[src/rtl/ysyx_25060170_ifu_fetch_if.sv]
// Fetch-stage bundle: instruction-memory request/response, decode valid/ready
// and commit/redirect feedback. The fetch unit is the master; its environment is the slave.
interface ysyx_25060170_ifu_fetch_if;
  logic        mem_req_valid;
  logic [31:0] mem_req_addr;
  logic        mem_req_ready;
  logic        mem_resp_valid;
  logic [31:0] mem_resp_data;
  logic        inst_valid;
  logic        inst_ready;
  logic [31:0] inst_o;
  logic [31:0] pc_o;
  logic        commit_valid;
  logic        commit_jump;
  logic [31:0] commit_target;

  modport master (
    output mem_req_valid, mem_req_addr, inst_valid, inst_o, pc_o,
    input  mem_req_ready, mem_resp_valid, mem_resp_data, inst_ready,
           commit_valid, commit_jump, commit_target
  );

  modport slave (
    input  mem_req_valid, mem_req_addr, inst_valid, inst_o, pc_o,
    output mem_req_ready, mem_resp_valid, mem_resp_data, inst_ready,
           commit_valid, commit_jump, commit_target
  );
endinterface

[src/rtl/ysyx_25060170_ifu_fetch.sv]
// Multi-cycle instruction fetch for a non-pipelined core: REQ -> RESP -> DELIVER -> COMMIT.
// Optional performance counters are enabled by defining YSYX_25060170_IFU_PERF_EN.
module ysyx_25060170_ifu_fetch #(
  parameter logic [31:0] RESET_PC = 32'h8000_0000
) (
  input  logic                             clk,
  input  logic                             rst,
`ifdef YSYX_25060170_IFU_PERF_EN
  output logic [31:0]                      perf_fetch_cnt,
  output logic [31:0]                      perf_stall_cnt,
`endif
  ysyx_25060170_ifu_fetch_if.master        bus
);

  typedef enum logic [1:0] {
    S_REQ     = 2'd0,
    S_RESP    = 2'd1,
    S_DELIVER = 2'd2,
    S_COMMIT  = 2'd3
  } state_e;

  state_e      state_q, state_d;
  logic [31:0] pc_q, pc_d;
  logic [31:0] inst_q, inst_d;
  // Set while rst is high so the request stays low without a combinational path from rst.
  logic        hold_q;

  // State register.
  // NOTE: sequential state uses non-blocking assignments so every flop samples pre-edge values.
  always_ff @(posedge clk) begin
    if (rst) begin
      state_q <= S_REQ;
      pc_q    <= RESET_PC;
      inst_q  <= '0;
      hold_q  <= 1'b1;
    end else begin
      state_q <= state_d;
      pc_q    <= pc_d;
      inst_q  <= inst_d;
      hold_q  <= 1'b0;
    end
  end

  // Next-state logic.
  // NOTE: every variable gets a default first so no path through the case infers a latch.
  always_comb begin
    state_d = state_q;
    pc_d    = pc_q;
    inst_d  = inst_q;
    case (state_q)
      S_REQ: begin
        if (bus.mem_req_ready && !hold_q) state_d = S_RESP;
      end
      S_RESP: begin
        if (bus.mem_resp_valid) begin
          inst_d  = bus.mem_resp_data;
          state_d = S_DELIVER;
        end
      end
      S_DELIVER: begin
        if (bus.inst_ready) state_d = S_COMMIT;
      end
      S_COMMIT: begin
        if (bus.commit_valid) begin
          pc_d    = bus.commit_jump ? (bus.commit_target & ~32'h0000_0003) : pc_q + 32'd4;
          state_d = S_REQ;
        end
      end
      default: state_d = S_REQ;
    endcase
  end

  // Output decode: handshake valids depend on registered state only.
  always_comb begin
    bus.mem_req_valid = 1'b0;
    bus.inst_valid    = 1'b0;
    case (state_q)
      S_REQ:     bus.mem_req_valid = !hold_q;
      S_DELIVER: bus.inst_valid    = 1'b1;
      default:   ;
    endcase
  end

  assign bus.mem_req_addr = pc_q;
  assign bus.pc_o         = pc_q;
  assign bus.inst_o       = inst_q;

`ifdef YSYX_25060170_IFU_PERF_EN
  logic [31:0] fetch_cnt_q;
  logic [31:0] stall_cnt_q;

  always_ff @(posedge clk) begin
    if (rst) begin
      fetch_cnt_q <= '0;
      stall_cnt_q <= '0;
    end else begin
      if (state_q == S_DELIVER && bus.inst_ready) fetch_cnt_q <= fetch_cnt_q + 32'd1;
      if ((state_q == S_REQ  && !bus.mem_req_ready) ||
          (state_q == S_RESP && !bus.mem_resp_valid)) stall_cnt_q <= stall_cnt_q + 32'd1;
    end
  end

  assign perf_fetch_cnt = fetch_cnt_q;
  assign perf_stall_cnt = stall_cnt_q;
`endif

endmodule

[src/flat_wrapper.sv]
// flat-port wrapper written by rule: the top's interface ports become plain ports
module ysyx_25060170_ifu_fetch_flat 
#(
  parameter logic [31:0] RESET_PC = 32'h8000_0000
)
  (clk, rst, bus_mem_req_valid, bus_mem_req_addr, bus_inst_valid, bus_inst_o, bus_pc_o, bus_mem_req_ready, bus_mem_resp_valid, bus_mem_resp_data, bus_inst_ready, bus_commit_valid, bus_commit_jump, bus_commit_target);
  ysyx_25060170_ifu_fetch_if bus_i ();
  input  logic clk;
  input  logic rst;
  output wire logic [$bits(bus_i.mem_req_valid)-1:0] bus_mem_req_valid;
  output wire logic [$bits(bus_i.mem_req_addr)-1:0] bus_mem_req_addr;
  output wire logic [$bits(bus_i.inst_valid)-1:0] bus_inst_valid;
  output wire logic [$bits(bus_i.inst_o)-1:0] bus_inst_o;
  output wire logic [$bits(bus_i.pc_o)-1:0] bus_pc_o;
  input wire logic [$bits(bus_i.mem_req_ready)-1:0] bus_mem_req_ready;
  input wire logic [$bits(bus_i.mem_resp_valid)-1:0] bus_mem_resp_valid;
  input wire logic [$bits(bus_i.mem_resp_data)-1:0] bus_mem_resp_data;
  input wire logic [$bits(bus_i.inst_ready)-1:0] bus_inst_ready;
  input wire logic [$bits(bus_i.commit_valid)-1:0] bus_commit_valid;
  input wire logic [$bits(bus_i.commit_jump)-1:0] bus_commit_jump;
  input wire logic [$bits(bus_i.commit_target)-1:0] bus_commit_target;
  assign bus_mem_req_valid = bus_i.mem_req_valid;
  assign bus_mem_req_addr = bus_i.mem_req_addr;
  assign bus_inst_valid = bus_i.inst_valid;
  assign bus_inst_o = bus_i.inst_o;
  assign bus_pc_o = bus_i.pc_o;
  assign bus_i.mem_req_ready = bus_mem_req_ready;
  assign bus_i.mem_resp_valid = bus_mem_resp_valid;
  assign bus_i.mem_resp_data = bus_mem_resp_data;
  assign bus_i.inst_ready = bus_inst_ready;
  assign bus_i.commit_valid = bus_commit_valid;
  assign bus_i.commit_jump = bus_commit_jump;
  assign bus_i.commit_target = bus_commit_target;
  ysyx_25060170_ifu_fetch #(.RESET_PC(RESET_PC)) u_core (.clk(clk), .rst(rst), .bus(bus_i));
endmodule
[config.mk]
export PLATFORM = sky130hd
export DESIGN_NAME = ysyx_25060170_ifu_fetch_flat
export DESIGN_NICKNAME = d
export VERILOG_FILES = /design/src/rtl/ysyx_25060170_ifu_fetch_if.sv /design/src/rtl/ysyx_25060170_ifu_fetch.sv /design/src/flat_wrapper.sv
export SDC_FILE = /design/constraint.sdc
export NUM_CORES = 1
export LEC_CHECK = 0
export BUFFER_PORTS_ARGS = -buffer_cell sky130_fd_sc_hd__buf_4
export CORE_ASPECT_RATIO = 0.75
export CORE_MARGIN = 4
export CORE_UTILIZATION = 50
export DETAILED_ROUTE_END_ITERATION = 10
export GPL_TIMING_DRIVEN = 1
export PLACE_DENSITY = 0.85
export RECOVER_POWER = 50
export SLEW_MARGIN = 10
export SYNTH_ARGS = -nofsm -noshare
export SYNTH_HDL_FRONTEND = slang
export SYNTH_SLANG_ARGS = --single-unit
[constraint.sdc]
create_clock -name clk -period 2.9 [get_ports clk]
set_input_delay 0.58 -clock clk [delete_from_list [all_inputs] [get_ports clk]]
set_output_delay 0.58 -clock clk [all_outputs]
set_load 0.02 [all_outputs]
==> metrics.md <==
| Metric | Value |
|---|---|
| Top_reg_cell synth | dfxtp_1 |
| Worst path max stage delay | 0.59 ns |
| Via density | 5.65 |
| Synth warnings | 0 |
| Vias in the first global route | 3380 |
| Final Setup Violations | 0 |
| Hold Vio Cnt, Final | 0 |
| Final nets | 666 |
| Worst hold path type | reg -> reg |
| Worst setup path class | reg -> reg |
| Slowest-stage cell, CP | nor4_4 |
| Status | finished, final reports clean |
| Final setup TNS | 0 ns |
| P_leak | 1.68 nW |
| Worst endpoint required time | 3.14 ns |
| Synth-to-Final Area Change | 26.0% |
| Final WL | 10.5 mm |
| Hold Buf Count CTS | 0 |
| Synthesized cell area | 3530 um^2 |
| Fraction of layout cells with a size suffix above 1 | 0.202 |
| Top delay family on crit path | simple AND/OR/NAND/NOR gates |
| Port Buf Inserts | 162 |
| Power Dens Cells | 561 nW/um^2 |
| GRT Residual Overflow | 0 |
| Most common cell in the synthesized netlist | nand2_1 |
| Vias | 3833 |
| Gate Count Post-Synth | 471 |
| Die Footprint | 8490 um^2 |
| Drt wl/cell | 15.5 um |
| Clock transition at path regs | 0.08 ns |
| Max Cap Violations | 0 |
| Die width | 105 um |
| Skew-Pair Late Insertion Delay | 0.35 ns |
| Final Skew | 0.00936 ns |
| Max-slew violation count | 0 |
| Largest net degree at the start of global routing | 46 |
| Worst slew margin relative to its limit | 0.250 |
| Post-route ant nets | 0 |
| CP cell instances | ha_1 > nand3_2 > nor4_4 > nand3_1 > and3_1 > or3_1 |
| Dpl hpwl | 7.66 mm |
| Synth top cells by count | nand2_1 (105), dfxtp_1 (65), a21oi_1 (57), buf_4 (34), nor2_1 (25) |
| First-pass GRT wire length | 16.8 mm |
| Distinct cell type count after synthesis | 54 |
| WP buf/inv | 0 |
| Top cells by area, synth | dfxtp_1 (37%), nand2_1 (11%), a21oi_1 (8.1%) |
| CP Launch Type | flip-flop |
| Core area | 6830 um^2 |
| CTS tree | built |
| RePlAce Congestion | 0.846 |
| CTS Root Cell | clkbuf_8 |
| Gr usage total | 0.242 |
| CP arrival | 2.56 ns |
| # rows | 26 |
| Post-synth top area share | 0.368 |
| Fill count | 676 |
| Drt first-iter violations | 220 |
| Cts bufs inserted | 9 |
| Final Cell Area | 4450 um^2 |
| Crit path capture type | flip-flop |
| Max clock buf depth | 2 |
| Period utilisation layout | 0.801 |
| Max IR drop VDD | 279 uV |
| Cell area after placement | 4540 um^2 |
| Seq/Total Area, Yosys | 0.368 |
| H-tree levels | 3 |
| # DRC | 0 |
| Drt first pass iters | 7 |
| Crit Path Max Fanout | 8 |
| ANT cells | 0 |
| Seq cells post-synth | 65 |
| Initial Utilization | 0.517 |
| Mean post-synth cell area | 7.50 um^2 |
| Min Tclk post-route | 2.32 ns |
| RSZ-0062 raised after global routing | no |
| Async S/R FF share, synth | 0 |
| Sink Count | 65 |
| Initial antenna violation count | 0 |
| Resize count post-CTS | 0 |
| Post-CTS setup buffers | 0 |
| Worst slew pin tran | 1.12 ns |
| EDFF count, synth | 0 |
| F_max | 431 MHz |
| Io pins | 169 |
| Post-synthesis cell type with the largest combined area | dfxtp_1 |
| Die extent in y | 80.8 um |
logic make-up (layout without fill, tap and decap cells):
kind of cell / count (synthesis) / after routing / share of synthesized area
compound gates: 119 / 119 / 0.207
xor+xnor: 1 / 1 / 0.00248
mux: 6 / 6 / 0.0174
buf+inv: 71 / 192 / 0.112
flops: 65 / 65 / 0.368
fa+ha+maj: 5 / 5 / 0.0177
other cells: 1 / 4 / 0.00106
simple gates: 203 / 203 / 0.275
metrics by stage:
step,std cells,worst slack (ns),power [W],hold slack (ns),util
final,679,0.578,0.00250,0.454,0.651
after global routing,679,0.431,0.00264,0.458,0.651
after CTS,679,0.619,0.00258,0.457,0.694
after detailed placement,663,0.632,0.00180,0.447,0.665
after global placement,663,0.672,0.00177,0.443,0.665
after floorplan,474,0.786,0.00151,0.511,-
report_power, final:
| part | switching (W) | internal [W] |
|---|---|---|
| clock | 0.000387 | 0.000402 |
| sequential | 0.0000711 | 0.000983 |
| combinational | 0.000423 | 0.000232 |
routing by layer:
metal	global-route usage	part of all wire	wire, um	vias up
met5	0	0	0	-
met2	0.387	0.47	4980	188
met1	0.322	0.43	4530	1781
met4	0.0668	0.0081	85	0
li1	-	-	-	1855
met3	0.0707	0.087	909	9
placed cells by master, fill, tap and decap left out, drive strengths merged, types with 2 or more instances in the layout:
master and count:
nand3 24, mux2i 5, or4 2, nor4 6
and3 9, a31o 2, or2 3, a211oi 5
o41ai 5, nor3 6, a31oi 10, o311ai 3
and4 2, nand4 5, conb 4, clkinvlp 4
o31ai 5, a311o 3, nor3b 2, a22oi 5
a21oi 57, or3 3, nand2 106, dfxtp 65
ha 5, o21ai 14, and2 2, inv 10
nor2 25, buf 89, clkbuf 87, nor2b 6
registers in the layout (all words and copies together) (netlist names):
signal / count
u_core.bus.mem_req_addr: 30
u_core.bus.inst_o: 32
u_core.state_q: 2
u_core.hold_q: 1
cell type report:
cell class	count	area, um^2	share of cell area
multi-input combinational	338	1850	0.415
sequential	65	1300	0.292
timing repair buffer	167	961	0.216
clock buffer	9	124	0.0278
tap	84	105	0.0236
clock inverter	7	77.6	0.0174
inverter	9	33.8	0.00759
worst reg2reg max path, cell delays in order, from the launching register on:
cell and delay, ns:
dfxtp_1 0.47, ha_1 0.25, nand3_2 0.17, nor4_4 0.59, nand3_1 0.17, and3_1 0.21, or3_1 0.37
worst paths after layout:
kind	startpoint	end	slack (ns)	depth (start not counted)
min	u_core.bus.inst_o[5]	u_core.bus.inst_o[5]	0.45	2
max reg2reg	u_core.bus.mem_req_addr[2]	u_core.bus.mem_req_addr[28]	0.58	6
max	u_core.bus.mem_req_addr[2]	u_core.bus.mem_req_addr[28]	0.58	6
min reg2reg	u_core.bus.inst_o[5]	u_core.bus.inst_o[5]	0.45	2
No activity file was read; power rests on OpenSTA's default activity.
